**config.mk**
```make
export PLATFORM = sky130hd
export DESIGN_NAME = rf_wb_arbiter_flat
export DESIGN_NICKNAME = d
export VERILOG_FILES = /design/src/rtl/rf_wb_arbiter_if.sv /design/src/rtl/rf_wb_arbiter.sv /design/src/flat_wrapper.sv
export SDC_FILE = /design/constraint.sdc
export NUM_CORES = 1
export LEC_CHECK = 0
export ABC_AREA = 0
export CAP_MARGIN = 20
export CORE_ASPECT_RATIO = 0.75
export CORE_MARGIN = 5
export CORE_UTILIZATION = 40
export CTS_BUF_LIST = sky130_fd_sc_hd__clkbuf_8
export CTS_CLUSTER_DIAMETER = 100
export CTS_CLUSTER_SIZE = 14
export DETAILED_ROUTE_END_ITERATION = 10
export PLACE_DENSITY = 0.79
export SYNTH_ARGS = -nofsm -noshare
export SYNTH_HDL_FRONTEND = slang
export SYNTH_SLANG_ARGS = --single-unit
```
**constraint.sdc**
```tcl
create_clock -name clk -period 2.06 [get_ports clk]
set_input_delay 0.412 -clock clk [delete_from_list [all_inputs] [get_ports clk]]
set_output_delay 0.412 -clock clk [all_outputs]
set_load 0.02 [all_outputs]
```
**src/rtl/rf_wb_arbiter_if.sv**
```systemverilog
// rf_wb_arbiter_if: writeback request, issue and register-file write bundle
interface rf_wb_arbiter_if #(
    parameter int XLEN = 32,
    parameter int NREG = 32
);
    logic            req0_valid;
    logic [4:0]      req0_rd;
    logic [XLEN-1:0] req0_data;
    logic            req0_ready;
    logic            req1_valid;
    logic [4:0]      req1_rd;
    logic [XLEN-1:0] req1_data;
    logic            req1_ready;
    logic            iss_valid;
    logic [4:0]      iss_rd;
    logic            flush;
    logic            writeEnable;
    logic [4:0]      write_reg;
    logic [XLEN-1:0] write_data;
    logic [NREG-1:0] busy_mask;

    modport master (
        output req0_valid, req0_rd, req0_data, req1_valid, req1_rd, req1_data,
        output iss_valid, iss_rd, flush,
        input  req0_ready, req1_ready, writeEnable, write_reg, write_data, busy_mask
    );

    modport slave (
        input  req0_valid, req0_rd, req0_data, req1_valid, req1_rd, req1_data,
        input  iss_valid, iss_rd, flush,
        output req0_ready, req1_ready, writeEnable, write_reg, write_data, busy_mask
    );
endinterface

```
**src/rtl/rf_wb_arbiter.sv**
```systemverilog
// rf_wb_arbiter: round-robin register-file write-port arbiter with busy scoreboard
module rf_wb_arbiter #(
    parameter int XLEN = 32,
    parameter int NREG = 32
) (
    input logic clk,
    input logic rst,
    rf_wb_arbiter_if.slave bus
);
    typedef enum logic {PRI0 = 1'b0, PRI1 = 1'b1} pri_t;

    pri_t            pri, pri_next;
    logic            grant0, grant1, ready0, ready1, xfer;
    logic [4:0]      sel_rd;
    logic [XLEN-1:0] sel_data;
    logic [NREG-1:0] busy, busy_next;
    logic            we;
    logic [4:0]      wreg;
    logic [XLEN-1:0] wdata;

    // Grant the lone requester, or the one named by priority; flush and reset block the handshake
    always_comb begin
        grant0   = bus.req0_valid & (~bus.req1_valid | (pri == PRI0));
        grant1   = bus.req1_valid & (~bus.req0_valid | (pri == PRI1));
        ready0   = grant0 & ~bus.flush & ~rst;
        ready1   = grant1 & ~bus.flush & ~rst;
        xfer     = ready0 | ready1;
        sel_rd   = ready0 ? bus.req0_rd : bus.req1_rd;
        sel_data = ready0 ? bus.req0_data : bus.req1_data;
        pri_next = ready0 ? PRI1 : (ready1 ? PRI0 : pri);
    end

    // Scoreboard: writes clear, issues set (set wins), flush clears all, x0 never busy
    always_comb begin
        busy_next = busy;
        if (xfer && sel_rd != 5'd0) busy_next[sel_rd] = 1'b0;
        if (bus.iss_valid && bus.iss_rd != 5'd0) busy_next[bus.iss_rd] = 1'b1;
        if (bus.flush) busy_next = '0;
        busy_next[0] = 1'b0;
    end

    // Priority state register
    always_ff @(posedge clk or posedge rst) begin
        if (rst) pri <= PRI0;
        else     pri <= pri_next;
    end

    // Registered write port and busy mask; x0 transfers load the port but do not strobe
    always_ff @(posedge clk or posedge rst) begin
        if (rst) begin
            we    <= 1'b0;
            wreg  <= '0;
            wdata <= '0;
            busy  <= '0;
        end else begin
            we   <= xfer & (sel_rd != 5'd0);
            busy <= busy_next;
            if (xfer) begin
                wreg  <= sel_rd;
                wdata <= sel_data;
            end
        end
    end

    assign bus.req0_ready  = ready0;
    assign bus.req1_ready  = ready1;
    assign bus.writeEnable = we;
    assign bus.write_reg   = wreg;
    assign bus.write_data  = wdata;
    assign bus.busy_mask   = busy;
endmodule

```
**src/flat_wrapper.sv**
```systemverilog
// flat-port wrapper written by rule: the top's interface ports become plain ports
module rf_wb_arbiter_flat 
#(
    parameter int XLEN = 32,
    parameter int NREG = 32
)
  (clk, rst, bus_req0_valid, bus_req0_rd, bus_req0_data, bus_req1_valid, bus_req1_rd, bus_req1_data, bus_iss_valid, bus_iss_rd, bus_flush, bus_req0_ready, bus_req1_ready, bus_writeEnable, bus_write_reg, bus_write_data, bus_busy_mask);
  rf_wb_arbiter_if #(.XLEN(XLEN), .NREG(NREG)) bus_i ();
  input logic clk;
  input logic rst;
  input wire logic [$bits(bus_i.req0_valid)-1:0] bus_req0_valid;
  input wire logic [$bits(bus_i.req0_rd)-1:0] bus_req0_rd;
  input wire logic [$bits(bus_i.req0_data)-1:0] bus_req0_data;
  input wire logic [$bits(bus_i.req1_valid)-1:0] bus_req1_valid;
  input wire logic [$bits(bus_i.req1_rd)-1:0] bus_req1_rd;
  input wire logic [$bits(bus_i.req1_data)-1:0] bus_req1_data;
  input wire logic [$bits(bus_i.iss_valid)-1:0] bus_iss_valid;
  input wire logic [$bits(bus_i.iss_rd)-1:0] bus_iss_rd;
  input wire logic [$bits(bus_i.flush)-1:0] bus_flush;
  output wire logic [$bits(bus_i.req0_ready)-1:0] bus_req0_ready;
  output wire logic [$bits(bus_i.req1_ready)-1:0] bus_req1_ready;
  output wire logic [$bits(bus_i.writeEnable)-1:0] bus_writeEnable;
  output wire logic [$bits(bus_i.write_reg)-1:0] bus_write_reg;
  output wire logic [$bits(bus_i.write_data)-1:0] bus_write_data;
  output wire logic [$bits(bus_i.busy_mask)-1:0] bus_busy_mask;
  assign bus_i.req0_valid = bus_req0_valid;
  assign bus_i.req0_rd = bus_req0_rd;
  assign bus_i.req0_data = bus_req0_data;
  assign bus_i.req1_valid = bus_req1_valid;
  assign bus_i.req1_rd = bus_req1_rd;
  assign bus_i.req1_data = bus_req1_data;
  assign bus_i.iss_valid = bus_iss_valid;
  assign bus_i.iss_rd = bus_iss_rd;
  assign bus_i.flush = bus_flush;
  assign bus_req0_ready = bus_i.req0_ready;
  assign bus_req1_ready = bus_i.req1_ready;
  assign bus_writeEnable = bus_i.writeEnable;
  assign bus_write_reg = bus_i.write_reg;
  assign bus_write_data = bus_i.write_data;
  assign bus_busy_mask = bus_i.busy_mask;
  rf_wb_arbiter #(.XLEN(XLEN), .NREG(NREG)) u_core (.clk(clk), .rst(rst), .bus(bus_i));
endmodule
```
# Word level (Yosys, flattened, before mapping)
# Cells that the tools add are included.
[word_totals] reg_bits=70 input_bits=85 output_inout_bits=72 wordCells=45
[op_classes] n_lt_le_gt_ge=4 mux=11 n_bitwise=18 reduce_logical=7
[ops] cell="32-bit 2-to-1 mux" n=4
[ops] cell="32-bit AND" n=1
[ops] cell="32-bit inverter" n=1
[ops] cell="32-bit bitwise OR" n=1
[ops] cell="5-bit by 6-bit less-than comparator with 1-bit output, second input constant" n=2
[ops] cell="1-bit demux with 5-bit select" n=2
[ops] cell="5-bit by 1-bit greater-or-equal comparator with 1-bit output, second input constant" n=2
[ops] cell="5-bit nonzero test" n=2
[ops] cell="1-bit AND" n=7
[ops] cell="5-bit 2-to-1 mux" n=1
[ops] cell="1-bit inverter" n=5
[ops] cell="1-bit logical AND" n=4
[ops] cell="1-bit 2-to-1 mux" n=4
[ops] cell="1-bit bitwise OR" n=3
[ops] cell="2-bit nonzero test" n=1

# Logic depth before layout (Yosys ltp)
# Gate-level depths: netlist of the first run.
[depth] ltp_word=16 ltp_mapped=7 ltp_nobuf=4

# Worst setup path after synthesis of the first run
# No wires, ideal clock.
[synth_timing] path_type="input to output" startpoint="input bus_flush" endpoint="output bus_req0_ready" t_arrival_ps=1459 t_required_ps=1648 slack_ps=189 stages=6 path_buffers=3 path_cell_list="buf_6 > nor2_1 > nand2_1 > buf_2 > buf_2 > inv_1"
[synth_via] elab_chain_cells=3
[synth_lines] item="start, declared" line_no="flat_wrapper.sv:19" rtl="input wire logic [$bits(bus_i.flush)-1:0] bus_flush;"
[synth_lines] item="1-bit inverter" line_no="rf_wb_arbiter.sv:25" rtl="ready0 = grant0 & ~bus.flush & ~rst;"
[synth_lines] item="1-bit AND (2 in a row)" line_no="rf_wb_arbiter.sv:25"
[synth_lines] item="end, declared" line_no="flat_wrapper.sv:20" rtl="output wire logic [$bits(bus_i.req0_ready)-1:0] bus_req0_ready;"
# Every way passes these cells.

# Worst setup path in the final report of the first run
[layout_timing] startpoint="input bus_req0_valid" endpoint="register u_core.busy[24], in the netlist u_core.bus.busy_mask[24]"
[layout_via] elab_chain_cells=14 elab_cells_between_ends=23 cone_classes="order compare (2); mux (6); bitwise (12); reduce/logical (3)"
[layout_lines] item="start, declared" line_no="flat_wrapper.sv:11" rtl="input wire logic [$bits(bus_i.req0_valid)-1:0] bus_req0_valid;"
[layout_lines] item="1-bit AND" line_no="rf_wb_arbiter.sv:23" rtl="grant0 = bus.req0_valid & (~bus.req1_valid | (pri == PRI0));"
[layout_lines] item="1-bit AND (2 in a row)" line_no="rf_wb_arbiter.sv:25"
[layout_lines] item="5-bit 2-to-1 mux" line_no="rf_wb_arbiter.sv:28" rtl="sel_rd = ready0 ? bus.req0_rd : bus.req1_rd;"
[layout_lines] item="5-bit by 6-bit less-than comparator with 1-bit output (implied by the code) / 5-bit by 1-bit greater-or-equal comparator with 1-bit output (equally long branches)" line_no="rf_wb_arbiter.sv:36" rtl="if (xfer && sel_rd != 5'd0) busy_next[sel_rd] = 1'b0;"
[layout_lines] item="1-bit logical AND (implied by the code)" line_no="rf_wb_arbiter.sv:36"
[layout_lines] item="1-bit 2-to-1 mux (implied by the code)" line_no="rf_wb_arbiter.sv:36"
[layout_lines] item="1-bit demux with 5-bit select"
[layout_lines] item="32-bit inverter (no source line)"
[layout_lines] item="32-bit AND (no source line)"
[layout_lines] item="32-bit 2-to-1 mux (*)" line_no="rf_wb_arbiter.sv:36"
[layout_lines] item="32-bit bitwise OR (no source line)"
[layout_lines] item="32-bit 2-to-1 mux (*)" line_no="rf_wb_arbiter.sv:37" rtl="if (bus.iss_valid && bus.iss_rd != 5'd0) busy_next[bus.iss_rd] = 1'b1;"
[layout_lines] item="32-bit 2-to-1 mux (*)" line_no="rf_wb_arbiter.sv:38" rtl="if (bus.flush) busy_next = '0;"
[layout_lines] item="via u_core.busy_next[24]" line_no="rf_wb_arbiter.sv:16" rtl="logic [NREG-1:0] busy, busy_next;"
[layout_lines] item="end signal, assigned" line_no="rf_wb_arbiter.sv:57" rtl="busy <= busy_next;"
[layout_lines] item="end, declared" line_no="rf_wb_arbiter.sv:16"
# The timed path passes the listed nets; every way through them passes the cells marked *.
# A chain may end at the register's enable or synchronous reset.

==> run metrics, run 1 <==
Hold-fix buffers, CTS 0; CP Capture Type flop; share of cells above drive strength 1 14.4%; DIE HEIGHT 93.8 µm; fin cells 731; Starting Density 41.3%; Peak Freq about 500 MHz; skew final 0.0109 ns; Top FF cell, synth dfrtp_1; Clock Latency Late Sink 0.35 ns; WS Path Type input pin to flop; max_slew headroom 33.1%; die area 11400 µm²; crit path max fanout 8; vias in the first global route 3868; Post-synth EDFFs 0; largest net degree at the start of global routing 55; Final Wtd Congestion 0.881; clock buffer depth 2; CTS Buf Count 9; Post-Syn Nets 487; Post-Synthesis Cell Area 3750 µm²; Final min period 2.01 ns; status finished clean; FP Rows 30; asr flop ratio synth 100%; CP startpoint kind input pin; CTS sink count 70; Leak 2.66 nW; Final WS setup between 0.04 and 0.05 ns; Buffers on Ports 155; dpl hpwl 9740 µm; WL final 12400 µm; clock-pin transition on the worst setup and hold timing paths 0.08 ns; initial antenna violation count 0; ranking of synthesized cells by area dfrtp_1 47%, mux2i_1 10%, o21ai_0 6.7%, nand2_1 6.6%, a211oi_1 5.2%; First-pass DRT Iterations 5; gr ovfl total 0; Worst Hold Class input pin to asynchronous set/reset pin; post-synthesis to final-layout area growth 60.0%; final design utilization 66.0%; antenna-violating nets left 0; total power 3.58 mW; placed insts approximately 720; Final period util 97.6%; crit path DAT 2.24 ns; flop2flop setup slack 0.29 ns; share of Yosys cell area claimed by the top area cell type approximately 47%; MaxCap Viol Count 0; PwrDens 597 nW/µm²; Post-DP Area 5800 µm²; RSZ-0062 raised after global routing no; fin area 6000 µm²; Max IR drop VDD 0.398 mV; TritonCTS clock tree yes; root buffer cell clkbuf_8; Hold Vio Cnt, Final 0; final setup vio count 0; Synth area leader dfrtp_1; FF+latch count, synth 70; Worst Path Required 2.29 ns; first-pass GRT wire length 19800 µm; Worst Reg2Reg Path Length in Cells 7; via-per-instance ratio 5.32; end of the worst register-to-register path u_core.bus.busy_mask[24]$_DFF_PP0_; Tot GR Track Use ~22%; Syn Inst Count 402; Critical R2R Launch u_core.pri$_DFFE_PP0P_; vias post-DR 3890; final net count just under 700; core area 9080 µm²; Seq/Total Area, Yosys 46.7%; Netlist cell types 38; initial DRC count 313; synthesis warning total 0; post-place setup slack -0.446 ns; Die W ~120 µm; htree depth 3; Largest register FFs 32; post-DR wirelength/cell between 15 and 20 µm; slew at the pin with the worst max-slew slack 0.996 ns; antenna diode count 0; syn_area_per_cell 9.32 µm²; Slew Limit Fails 0; drt drc 0; I/O pins approximately 160
[final cells by class]
type	instances	area, µm²
clock buffer	9	124
sequential	70	1750
inverter	11	45.0
timing repair buffer	212	2010
clock inverter	7	35.0
fill	738	3090
multi-input combinational	294	1870
tap	128	160
[logic make-up (layout without fill, tap and decap cells)]
group | count (synthesis) | after routing | synth area share [%]
AO/OA/AOI/OAI | 116 | 116 | 19.9
buffers and inverters | 38 | 239 | 4.47
flip-flops | 70 | 70 | 46.7
multiplexers | 40 | 40 | 10.7
other | 1 | 1 | 0.100
AND/OR/NAND/NOR | 137 | 137 | 18.1
[worst max-delay path by stage]
stage                              start                                 end  slack [ns]  depth (start not counted)
after global placement         bus_flush                      bus_req1_ready       -0.43                          4
after detailed placement       bus_flush                      bus_req1_ready       -0.45                          4
after CTS                 bus_req0_valid   u_core.bus.busy_mask[6]$_DFF_PP0_        0.03                          6
after floorplan                bus_flush                      bus_req0_ready        0.19                          6
after global routing      bus_req0_valid  u_core.bus.busy_mask[24]$_DFF_PP0_        0.01                          8
final                     bus_req0_valid  u_core.bus.busy_mask[24]$_DFF_PP0_        0.05                          8
[Yosys cell counts, types with 4 or more instances]
cell / count
a211oi_1: 26
a221oi_1: 6
buf_2: 5
clkbuf_1: 19
dfrtp_1: 70
inv_1: 11
mux2i_1: 39
nand2_1: 66
nand2b_1: 28
nand3_1: 4
nand4_1: 4
nand4b_1: 4
nor2_1: 13
nor2b_1: 6
nor3_1: 5
o21ai_0: 50
o21ai_1: 15
o32ai_1: 7
[critical path, stage by stage]
cell and delay, ns:
clkdlybuf4s50_1 0.45, a21boi_2 0.19, buf_4 0.17, buf_4 0.13
a211o_1 0.32, buf_4 0.15, a221oi_1 0.29, o21ai_1 0.11
[repair_timing]
item / CTS / global route
resized for setup: 10 / 10
setup endpoints to repair: 4 / 42
buffers inserted: 0 / 0
pin swaps: 0 / 1
[metrics by stage]
step	hold WS [ns]	TNS, ns
4_1_cts	0.489	0
2_1_floorplan	0.522	0
3_3_place_gp	0.461	-12.77
3_5_place_dp	0.472	-16.52
6_report	0.322	0
5_1_grt	0.345	0
[power by group]
| part | switching (mW) | total, mW | internal [mW] | leakage [nW] |
|---|---|---|---|---|
| logic | 0.535 | 1.07 | 0.539 | 1.65 |
| clock network | 0.512 | 0.931 | 0.419 | 0.0965 |
| registers | 0.0701 | 1.57 | 1.50 | 0.916 |
[routing by layer]
| metal | global-route usage [%] | up-vias | routed length [µm] |
|---|---|---|---|
| met5 | 0 | - | 0 |
| met4 | 7.28 | 0 | 282 |
| met3 | 7.10 | 24 | 1180 |
| met2 | 34.9 | 183 | 5750 |
| met1 | 27.7 | 1846 | 5220 |
| li1 | - | 1837 | - |
[cell usage in the layout (no fill, tap or decap), types with 4 or more instances in the layout]
cell type	synthesis	routed
o21ai_0	50	49
nand3_1	4	4
nor2_1	13	13
inv_1	11	13
nor3_1	5	5
nand2_1	66	65
nand4_1	4	4
clkbuf_8	0	9
nand4b_1	4	4
a221oi_1	6	5
clkdlybuf4s50_1	0	150
o32ai_1	7	7
mux2i_1	39	38
nand2b_1	28	28
dfrtp_1	70	70
buf_4	1	54
nor2b_1	6	6
a211oi_1	26	23
o21ai_1	15	15
(Power assumes the default switching activity.)
==> run 2: changes to the inputs <==
--- a/config.mk
+++ b/config.mk
@@ -6,6 +6,7 @@
 export NUM_CORES = 1
 export LEC_CHECK = 0
 export ABC_AREA = 0
+export ABC_CLOCK_PERIOD_IN_PS = 2060
 export CAP_MARGIN = 20
 export CORE_ASPECT_RATIO = 0.75
 export CORE_MARGIN = 5
@@ -15,6 +16,7 @@
 export CTS_CLUSTER_SIZE = 14
 export DETAILED_ROUTE_END_ITERATION = 10
 export PLACE_DENSITY = 0.79
+export SKIP_LAST_GASP = 1
 export SYNTH_ARGS = -nofsm -noshare
 export SYNTH_HDL_FRONTEND = slang
 export SYNTH_SLANG_ARGS = --single-unit
==> run metrics, run 2 (synthesis gave the netlist of run 1 again) <==
Worst Path Required ~2.3 ns; DIE HEIGHT 93.8 µm; vias in the first global route 3868; switching power 1.11 mW; Largest register FFs 32; WL final roughly 12000 µm; clock buffer depth 2; Buffers on Ports 155; Final period util 97.9%; crit path launch bus_req1_valid; MaxCap Viol Count 0; FP Rows 30; RSZ-0062 raised after global routing yes; CP Capture Type flop; flop2flop setup slack 0.29 ns; final net count ~700; skew final 0.00946 ns; CTS sink count 70; CP startpoint kind input pin; First-pass DRT Iterations 5; CTS Buf Count 9; fin area 5990 µm²; max_slew headroom 33.9%; vias post-DR a little under 4000; most frequent CP cell buf_4; Max IR drop VDD 0.398 mV; CP bufs+invs 4; via-per-instance ratio 5.31; initial DRC count 324; Top delay family on crit path buffers and inverters; largest net degree at the start of global routing 55; CP max stage delay 0.55 ns; critical path's slowest cell clkdlybuf4s50_1; gr ovfl total 0; I/O pins about 160; htree depth 3; antenna-violating nets left 0; antenna diode count 0; most common cell after layout, fill and taps aside clkdlybuf4s50_1; Sequential Power Share a little over two fifths; Die W 122 µm; core area 9080 µm²; crit path DAT approximately 2.2 ns; critical path depth in cells 8; Slew Limit Fails 0; switching part of the total 31.1%; critical-path cell list clkdlybuf4s50_1 > a21boi_2 > buf_4 > buf_4 > a211o_1 > buf_4 > a221oi_1 > o21ai_1; Final min period 2.02 ns; Post-DP Area 5800 µm²; Leak between 2 and 3 nW; internal power 2.46 mW; slew at the pin with the worst max-slew slack 0.984 ns; share of cells above drive strength 1 14.3%; end of the worst register-to-register path u_core.bus.busy_mask[24]$_DFF_PP0_; final design utilization 65.9%; die area 11400 µm²; status finished clean; Final Wtd Congestion 0.881; Starting Density 41.3%; root buffer cell clkbuf_8; Worst Hold Class input pin to asynchronous set/reset pin; Clk pwr share 26.0%; crit path max fanout 8; Tot GR Track Use 21.8%; Worst Reg2Reg Path Length in Cells 7; most frequent cells in the layout 151 x clkdlybuf4s50_1, 70 x dfrtp_1, 65 x nand2_1; clock-pin transition on the worst setup and hold timing paths around 0.080 ns; drt drc 0; Post-CTS Setup Inserts 0; WS Path Type input pin to flop; CP Capture Point u_core.bus.busy_mask[24]$_DFF_PP0_; PwrDens 597 nW/µm²; Hold Vio Cnt, Final 0; post-synthesis to final-layout area growth 59.8%; dpl hpwl 9740 µm; post-DR wirelength/cell 17.0 µm; Clock Latency Late Sink 0.35 ns; TritonCTS clock tree yes; Peak Freq around 500 MHz; # fillers roughly 740; final setup vio count 0; combinational power share 30.0%; initial antenna violation count 0; first-pass GRT wire length 19800 µm; Critical R2R Launch u_core.pri$_DFFE_PP0P_
run 2: worst min-delay path by stage:
stage	start	to	slack (ns)	cells past startpoint
final	rst	u_core.bus.busy_mask[6]$_DFF_PP0_	0.32	4
after global routing	rst	u_core.bus.busy_mask[6]$_DFF_PP0_	0.35	4
after CTS	u_core.bus.write_data[11]$_DFFE_PP0P_	u_core.bus.write_data[11]$_DFFE_PP0P_	0.49	2
after detailed placement	u_core.bus.write_data[6]$_DFFE_PP0P_	u_core.bus.write_data[6]$_DFFE_PP0P_	0.47	2
after global placement	u_core.bus.write_data[27]$_DFFE_PP0P_	u_core.bus.write_data[27]$_DFFE_PP0P_	0.46	2
after floorplan	bus_iss_rd[3]	u_core.bus.busy_mask[1]$_DFF_PP0_	0.52	1
run 2: through the flow:
| stage | cells | TNS, ns | setup WS (ns) | power, mW | hold slack, ns |
|---|---|---|---|---|---|
| 4_1_cts | 731 | 0 | 0.0343 | 3.61 | 0.489 |
| 5_1_grt | 731 | -0.0142 | -0.0142 | 3.76 | 0.345 |
| 2_1_floorplan | 402 | 0 | 0.189 | 2.05 | 0.522 |
| 3_5_place_dp | 715 | -16.52 | -0.446 | 2.67 | 0.472 |
| 3_3_place_gp | 715 | -12.77 | -0.427 | 2.64 | 0.461 |
| 6_report | 731 | 0 | 0.0443 | 3.58 | 0.324 |
run 2: per-layer routing:
metal  share of wire [%]  up-vias  global-route usage, %
li1                    -     1837                      -
met1                  42     1834                   27.7
met2                  47      191                   34.9
met3                 9.5       22                   7.10
met4                 1.9        0                   7.28
met5                   0        -                      0
run 2: timing repair:
action,4_1_cts,5_1_grt
endpoints found under the setup margin,4,42
hold buffers,0,0
gates resized for setup,10,8
pin swaps,0,1
run 2: layout make-up:
cell class	count	area (µm²)	share of cell area, %
multi-input combinational	294	1870	31.2
clock inverter	7	35.0	0.585
tap	128	160	2.67
sequential	70	1750	29.2
inverter	11	45.0	0.752
timing repair buffer	212	2010	33.5
clock buffer	9	124	2.07
run 2: worst min-delay path, delay by kind of cell:
kind / cells / cell delay (ns)
buffers and inverters: 4 / 0.65
run 2: power by group through the flow:
stage | clock [mW] | sequential (mW) | combinational [mW]
2_1_floorplan | 0 | 1.75 | 0.298
3_3_place_gp | 0 | 1.59 | 1.04
3_5_place_dp | 0 | 1.60 | 1.07
4_1_cts | 0.958 | 1.57 | 1.07
5_1_grt | 1.02 | 1.59 | 1.15
6_report | 0.929 | 1.57 | 1.07
